**config.mk**
```make
export PLATFORM = sky130hd
export DESIGN_NAME = fetch_stage
export DESIGN_NICKNAME = d
export VERILOG_FILES = /design/src/rtl/fetch_stage.sv
export SDC_FILE = /design/constraint.sdc
export NUM_CORES = 1
export LEC_CHECK = 0
export BUFFER_PORTS_ARGS = -buffer_cell sky130_fd_sc_hd__buf_4
export CAP_MARGIN = 20
export CORE_MARGIN = 2
export CORE_UTILIZATION = 35
export DETAILED_ROUTE_END_ITERATION = 6
export GPL_ROUTABILITY_DRIVEN = 0
export SYNTH_ARGS = -nofsm -noshare
export SYNTH_HDL_FRONTEND = slang
export SYNTH_SLANG_ARGS = --single-unit
export TNS_END_PERCENT = 50
```
**constraint.sdc**
```tcl
create_clock -name clk -period 2.3 [get_ports clk]
set_clock_uncertainty 0.05 [all_clocks]
set_input_delay 0.345 -clock clk [delete_from_list [all_inputs] [get_ports clk]]
set_output_delay 0.345 -clock clk [all_outputs]
set_load 0.01 [all_outputs]
```
**src/rtl/fetch_stage.sv**
```systemverilog
// Instruction-fetch stage: owns the PC, issues one imem request at a time and
// fills the IF/ID register, with a one-entry skid buffer for decode stalls.
module fetch_stage #(
    parameter logic [15:0] RESET_PC = 16'h0000,
    parameter logic [15:0] NOP_IR   = 16'hF000
) (
    input  logic        clk,
    input  logic        reset,
    output logic        imem_req,
    output logic [15:0] imem_addr,
    input  logic        imem_gnt,
    input  logic        imem_valid,
    input  logic [15:0] imem_rdata,
    input  logic        stall,
    input  logic        flush,
    input  logic        redirect,
    input  logic [15:0] redirect_pc,
    output logic [15:0] toPipe1PC,
    output logic [15:0] toPipe1IR,
    output logic        toPipe1Valid,
    output logic [1:0]  fsm_state
);

    localparam logic [1:0] S_ISSUE   = 2'd0;
    localparam logic [1:0] S_WAIT    = 2'd1;
    localparam logic [1:0] S_DISCARD = 2'd2;
    localparam logic [1:0] S_SKID    = 2'd3;

    // Handshake: a request transfers on a cycle with imem_req=1 and imem_gnt=1;
    // imem_addr is held while imem_req=1; the single response is the later
    // cycle with imem_valid=1 carrying imem_rdata.
    logic [1:0]  state;
    logic [15:0] pc;
    logic [15:0] req_pc;
    logic [15:0] skid_pc;
    logic [15:0] skid_ir;
    logic        load_mem;
    logic        load_skid;

    // Reset gates the request so nothing is offered during the reset cycle.
    assign imem_req  = (state == S_ISSUE) && !reset;
    assign imem_addr = pc;
    assign fsm_state = state;

    always_comb begin
        load_mem  = (state == S_WAIT) && imem_valid && !redirect && !stall;
        load_skid = (state == S_SKID) && !redirect && !stall;
    end

    always_ff @(posedge clk) begin
        if (reset) begin
            state        <= S_ISSUE;
            pc           <= RESET_PC;
            req_pc       <= 16'h0000;
            skid_pc      <= 16'h0000;
            skid_ir      <= 16'h0000;
            toPipe1Valid <= 1'b0;
            toPipe1IR    <= NOP_IR;
            toPipe1PC    <= 16'h0000;
        end else begin
            case (state)
                S_ISSUE: begin
                    if (imem_gnt) begin
                        req_pc <= pc;
                        pc     <= pc + 16'd1;
                        state  <= redirect ? S_DISCARD : S_WAIT;
                    end
                end
                S_WAIT: begin
                    if (redirect) begin
                        state <= imem_valid ? S_ISSUE : S_DISCARD;
                    end else if (imem_valid) begin
                        if (stall) begin
                            skid_pc <= req_pc;
                            skid_ir <= imem_rdata;
                            state   <= S_SKID;
                        end else begin
                            state <= S_ISSUE;
                        end
                    end
                end
                S_DISCARD: begin
                    if (imem_valid) state <= S_ISSUE;
                end
                S_SKID: begin
                    // A flush without redirect keeps the skid entry for later.
                    if (redirect || (!stall && !flush)) state <= S_ISSUE;
                end
                default: state <= S_ISSUE;
            endcase

            if (redirect) pc <= redirect_pc;

            if (flush) begin
                toPipe1Valid <= 1'b0;
                toPipe1IR    <= NOP_IR;
            end else if (!stall) begin
                if (load_mem) begin
                    toPipe1Valid <= 1'b1;
                    toPipe1PC    <= req_pc;
                    toPipe1IR    <= imem_rdata;
                end else if (load_skid) begin
                    toPipe1Valid <= 1'b1;
                    toPipe1PC    <= skid_pc;
                    toPipe1IR    <= skid_ir;
                end else begin
                    toPipe1Valid <= 1'b0;
                    toPipe1IR    <= NOP_IR;
                end
            end
        end
    end

endmodule

```
# After elaboration in Yosys (flattened, before gate mapping)
# Cells that the tools add are included.
dict set report totals {
  output_inout_bits 52
  wordCells 59
  regBits 99
}
dict set report op_classes {
  reduce_logical 22
  addsub 1
  n_eq_ne 7
  n_bitwise 3
  muxes 18
}
# operator n
set op_table {}
lappend op_table {{$mux W16} 7}
lappend op_table {{$add A16 B1 Y16 const B} 1}
lappend op_table {{$mux W2} 8}
lappend op_table {{$pmux W2 S4} 1}
lappend op_table {{$reduce_and A4 Y1} 2}
lappend op_table {{$logic_and A1 B1 Y1} 7}
lappend op_table {{$reduce_bool A2 Y1} 3}
lappend op_table {{$eq A2 B2 Y1 const B} 2}
lappend op_table {{$logic_not A1 Y1} 4}
lappend op_table {{$ne A2 B2 Y1 const B} 2}
lappend op_table {{$reduce_and A2 Y1} 2}
lappend op_table {{$ne A3 B3 Y1 const B} 1}
lappend op_table {{$not A1 Y1} 3}
lappend op_table {{$reduce_and A3 Y1} 1}
lappend op_table {{$eq A2 B1 Y1 const B} 1}
lappend op_table {{$logic_not A2 Y1} 1}
lappend op_table {{$mux W1} 2}
lappend op_table {{$ne A2 B1 Y1 const B} 1}
lappend op_table {{$reduce_or A2 Y1} 1}
lappend op_table {{$logic_or A1 B1 Y1} 1}

# Longest topological paths before layout
dict set report depth {
  word_depth 6
  mapped_depth 7
}

# Worst setup path before layout
# OpenSTA, ideal clock, no wires.
dict set report synth_path {
  path_kind {register -> register}
  startpoint {register state[1] (netlist: fsm_state[1])}
  endpoint {register pc[15] (netlist: imem_addr[15])}
  setup_slack_ns 0.652
  synth_period_minus_slack_ns 1.648
  stages_incl_launch_ff 6
  arrival_time_ns 1.478
  setup_time_ns 0.120
  path_cell_list {dfxtp_1 buf_2 nor3b_4 nand3_2 o41a_1 o31a_1}
}
dict set report synth_between {
  elab_chain_len 3
}
# item line
set synth_lines {}
lappend synth_lines {{start, declared} 32} ;# logic [1:0] state;
lappend synth_lines {{start signal, assigned} 66} ;# state <= redirect ? S_DISCARD : S_WAIT;
lappend synth_lines {{start signal, assigned} 71} ;# state <= imem_valid ? S_ISSUE : S_DISCARD;
lappend synth_lines {{$logic_not A2 Y1} 61} ;# case (state)
lappend synth_lines {{$reduce_bool A2 Y1 (no line)} n/a}
lappend synth_lines {{$reduce_and A2 Y1 (no line)} n/a}
lappend synth_lines {{end signal, assigned} 65} ;# pc <= pc + 16'd1;
lappend synth_lines {{end signal, assigned} 92} ;# if (redirect) pc <= redirect_pc;
lappend synth_lines {{end, declared} 33} ;# logic [15:0] pc;
# Every way passes these cells.
# A chain may end at the register's enable or synchronous reset.

# Final worst setup path
dict set report layout_path {
  startpoint {register state[0] (netlist: fsm_state[0])}
  endpoint {register toPipe1PC[4]}
}
dict set report layout_between {
  elab_chain_len 6
  word_cells_on_any_way 10
}
# item line
set layout_lines {}
lappend layout_lines {{$eq A2 B1 Y1} 46} ;# load_mem = (state == S_WAIT) && imem_valid && !redirect && !stall;
lappend layout_lines {{$logic_and A1 B1 Y1 (3 in series)} 46}
lappend layout_lines {{$reduce_bool A2 Y1 (no line)} n/a}
lappend layout_lines {{$reduce_and A3 Y1 (no line)} n/a}
lappend layout_lines {{end signal, assigned} 100} ;# toPipe1PC <= req_pc;
lappend layout_lines {{end signal, assigned} 104} ;# toPipe1PC <= skid_pc;
lappend layout_lines {{end, declared} 18} ;# output logic [15:0] toPipe1PC,
# Parallel ways exist; a longest one is shown, timed or not.

==> summary.txt <==
Route
  • Vias: 3686
  • Routed WL: 10.14 mm
  • Drt pass-1 iters: 7
  • Drt wl/cell: 13.83 um
  • Initial DRC Count: 256
  • Post-DR vias/cell: 5.029
  • DRC: 2
  • Post-route ant nets: 0

GRT
  • Vias in the first global route: 3312
  • Initial antenna violation count: 0
  • First-pass GRT wire length: 16.48 mm
  • Gr ovfl total: 0
  • GR Util All Layers: 15.66%
  • Largest net degree at the start of global routing: 38

Clock tree
  • Root buffer cell: clkbuf_16
  • CTS tree: done
  • Clock sink total: 99
  • Cts bufs inserted: 9
  • Post-CTS Resized: 0
  • CTS Hold Bufs: 0
  • H-tree lvl count: 3
  • Reg clk slew, reported paths: 70 ps
  • Clock buffer depth: 2
  • Clk Latency, worst-skew pair: 330 ps
  • # Post-CTS Setup Buffers: 0

Synth
  • Synthesized area: 0.004253 mm2
  • Synth cell types: 45
  • Number of synthesis warnings: 0
  • Cell count after synthesis: 507
  • Top cells by area, synth: dfxtp_1 47%, nand2_1 12%, a21oi_1 7.5%
  • Share of the synthesized area in the top cell type: 46.60%
  • Syn_area_per_cell: 8.388 um2
  • Syn_nets: 547
  • Post-synth top area cell: dfxtp_1
  • Post-synthesis sequential area ratio: 46.60%
  • Register bit count reported by yosys: 99

Floorplanning
  • Num rows: 40
  • Die ar.: 0.01305 mm2
  • Core Region: 0.01191 mm2
  • Die width: 114.2 um
  • Die Y: 114.2 um
  • Starting Density: 35.70%
  • Top Ports: 91

Layout
  • Nets: 622
  • Reg area: 0.001982 mm2
  • Layout Cells excl Fill: 733
  • Share of cells above drive strength 1: 24.57%
  • FILL cells: 1202
  • Area of the multi-input gates: 0.002019 mm2
  • Area Growth Syn to Fin: 24.98%
  • ANT cells: 0

Timing
  • Hold Vio Cnt, Final: 0
  • Unrepaired setup endpoints after global routing: false
  • Final worst slack: 461.5 ps
  • Slew @ Worst Pin: 501.6 ps
  • Fin Hold WS: 204.1 ps
  • Final setup fails: 0
  • Maximum clock frequency: 543.9 MHz
  • Rel. slew slack: 66.56%
  • Setup TNS: 0 ps
  • Final period util: 79.94%
  • Period minus WS final: 1839 ps
  • Slew Limit Fails: 0

Setup path
  • WP data arrival: 2030 ps
  • R2R Setup Slk: 460 ps
  • Max FO, Critical Path: 32
  • Startpoint Class: register
  • Worst endpoint required time: 2500 ps
  • Worst setup EP type: register
  • Crit path kind: register to register

Run
  • Max Cap Viol: 0

Place
  • Port bufs: 90
  • Post-Place Worst Slack: 459.0 ps
  • Dpl cells: 718
  • Detailed placement HPWL: 7.089 mm

Power
  • Total power: 3.598 mW
  • P per Cell Area: 676.9 mW/mm2
  • VDD IR max: 0.0003490 V
  • P_leak: 1.949 nW

Outcome
  • Status: complete, but fails checks
  • Failing checks: design-rule violations

Min path
  • Hold Crit Class: input port to register
critical path: stages, from the launching register on:
cell	delay, ps
dfxtp_1	560
nor3b_4	340
nor3b_4	260
buf_12	230
nor2_1	70
a311oi_2	240
synthesized netlist by cell type (all sizes together):
library cell,instances
nand2,139
dfxtp,99
a21oi,64
nor2,36
clkbuf,21
buf,18
a311oi,16
inv,14
a222oi,12
o21a,9
o21ai,7
xnor2,7
nand3,6
nor2b,6
nand4,5
nor3,5
nor3b,5
nor4,5
o31a,5
o22ai,4
xor2,4
and2,3
mux2i,3
a21o,2
a211o,1
and3,1
and4,1
ha,1
nand3b,1
nand4bb,1
nor4b,1
o211ai,1
o41a,1
or2,1
or3,1
or3b,1
kinds of logic after synthesis:
group / count (synthesis) / share of synthesized area [%]
compound gates: 122 / 20.89
xor+xnor: 11 / 2.265
fa+ha+maj: 1 / 0.2942
buf+inv: 53 / 5.913
flops: 99 / 46.60
mux: 3 / 0.7061
simple gates: 218 / 23.33
report_power, final:
group	switching, mW	internal (mW)
sequential	0.0568	1.76
combinational	0.166	0.150
clock	0.629	0.841
through the flow:
step                cell area (um2)  util [%]
detailed placement             5024     42.17
floorplan                      4253         -
finish                         5315     44.62
global placement               5024     42.17
CTS                            5315     44.62
global route                   5315     44.62
cells in the final DEF, fill, tap and decap left out, types with 6 or more instances in the layout:
master	synthesis	layout
inv_1	14	14
buf_4	3	102
a311oi_2	15	15
o21a_1	9	9
nor2b_1	6	6
nand2_1	139	139
o21ai_0	7	7
a21oi_1	64	64
nor2_1	32	32
xnor2_1	7	7
a222oi_1	12	12
dfxtp_1	99	99
clkbuf_16	0	9
path summary, 6_finish.rpt:
kind                                  start                        end  depth (start not counted)
hold / removal               redirect_pc[0]  imem_addr[0]$_SDFFE_PP0P_                          3
hold reg to reg     skid_pc[3]$_SDFFE_PP0P_    skid_pc[3]$_SDFFE_PP0P_                          2
setup reg to reg  fsm_state[0]$_SDFFE_PP0P_  toPipe1PC[4]$_SDFFE_PP0P_                          5
setup / recovery  fsm_state[0]$_SDFFE_PP0P_  toPipe1PC[4]$_SDFFE_PP0P_                          5
state kept, by name, indices dropped and copies added (netlist names):
name          count
fsm_state         2
imem_addr        16
req_pc           16
skid_ir          16
skid_pc          16
toPipe1IR        16
toPipe1PC        16
toPipe1Valid      1
metal layers:
metal | vias up | GRT usage, % | share of wire [%]
li1 | 1893 | - | -
met1 | 1684 | 22.47 | 47
met2 | 105 | 23.53 | 47
met3 | 4 | 3.441 | 5.9
met4 | 0 | 4.715 | 0.57
met5 | - | 0 | 0
layout make-up:
type                    instances  share of cell area, %
multi-input cells             355                  37.99
flip-flops and latches         99                  37.29
repair buffers                103                  14.78
clock buffers                   9                  4.237
well taps                     147                  3.460
clock inverters                 6                  1.248
inverters                      14                 0.9887
No activity file was read; power rests on OpenSTA's default activity.
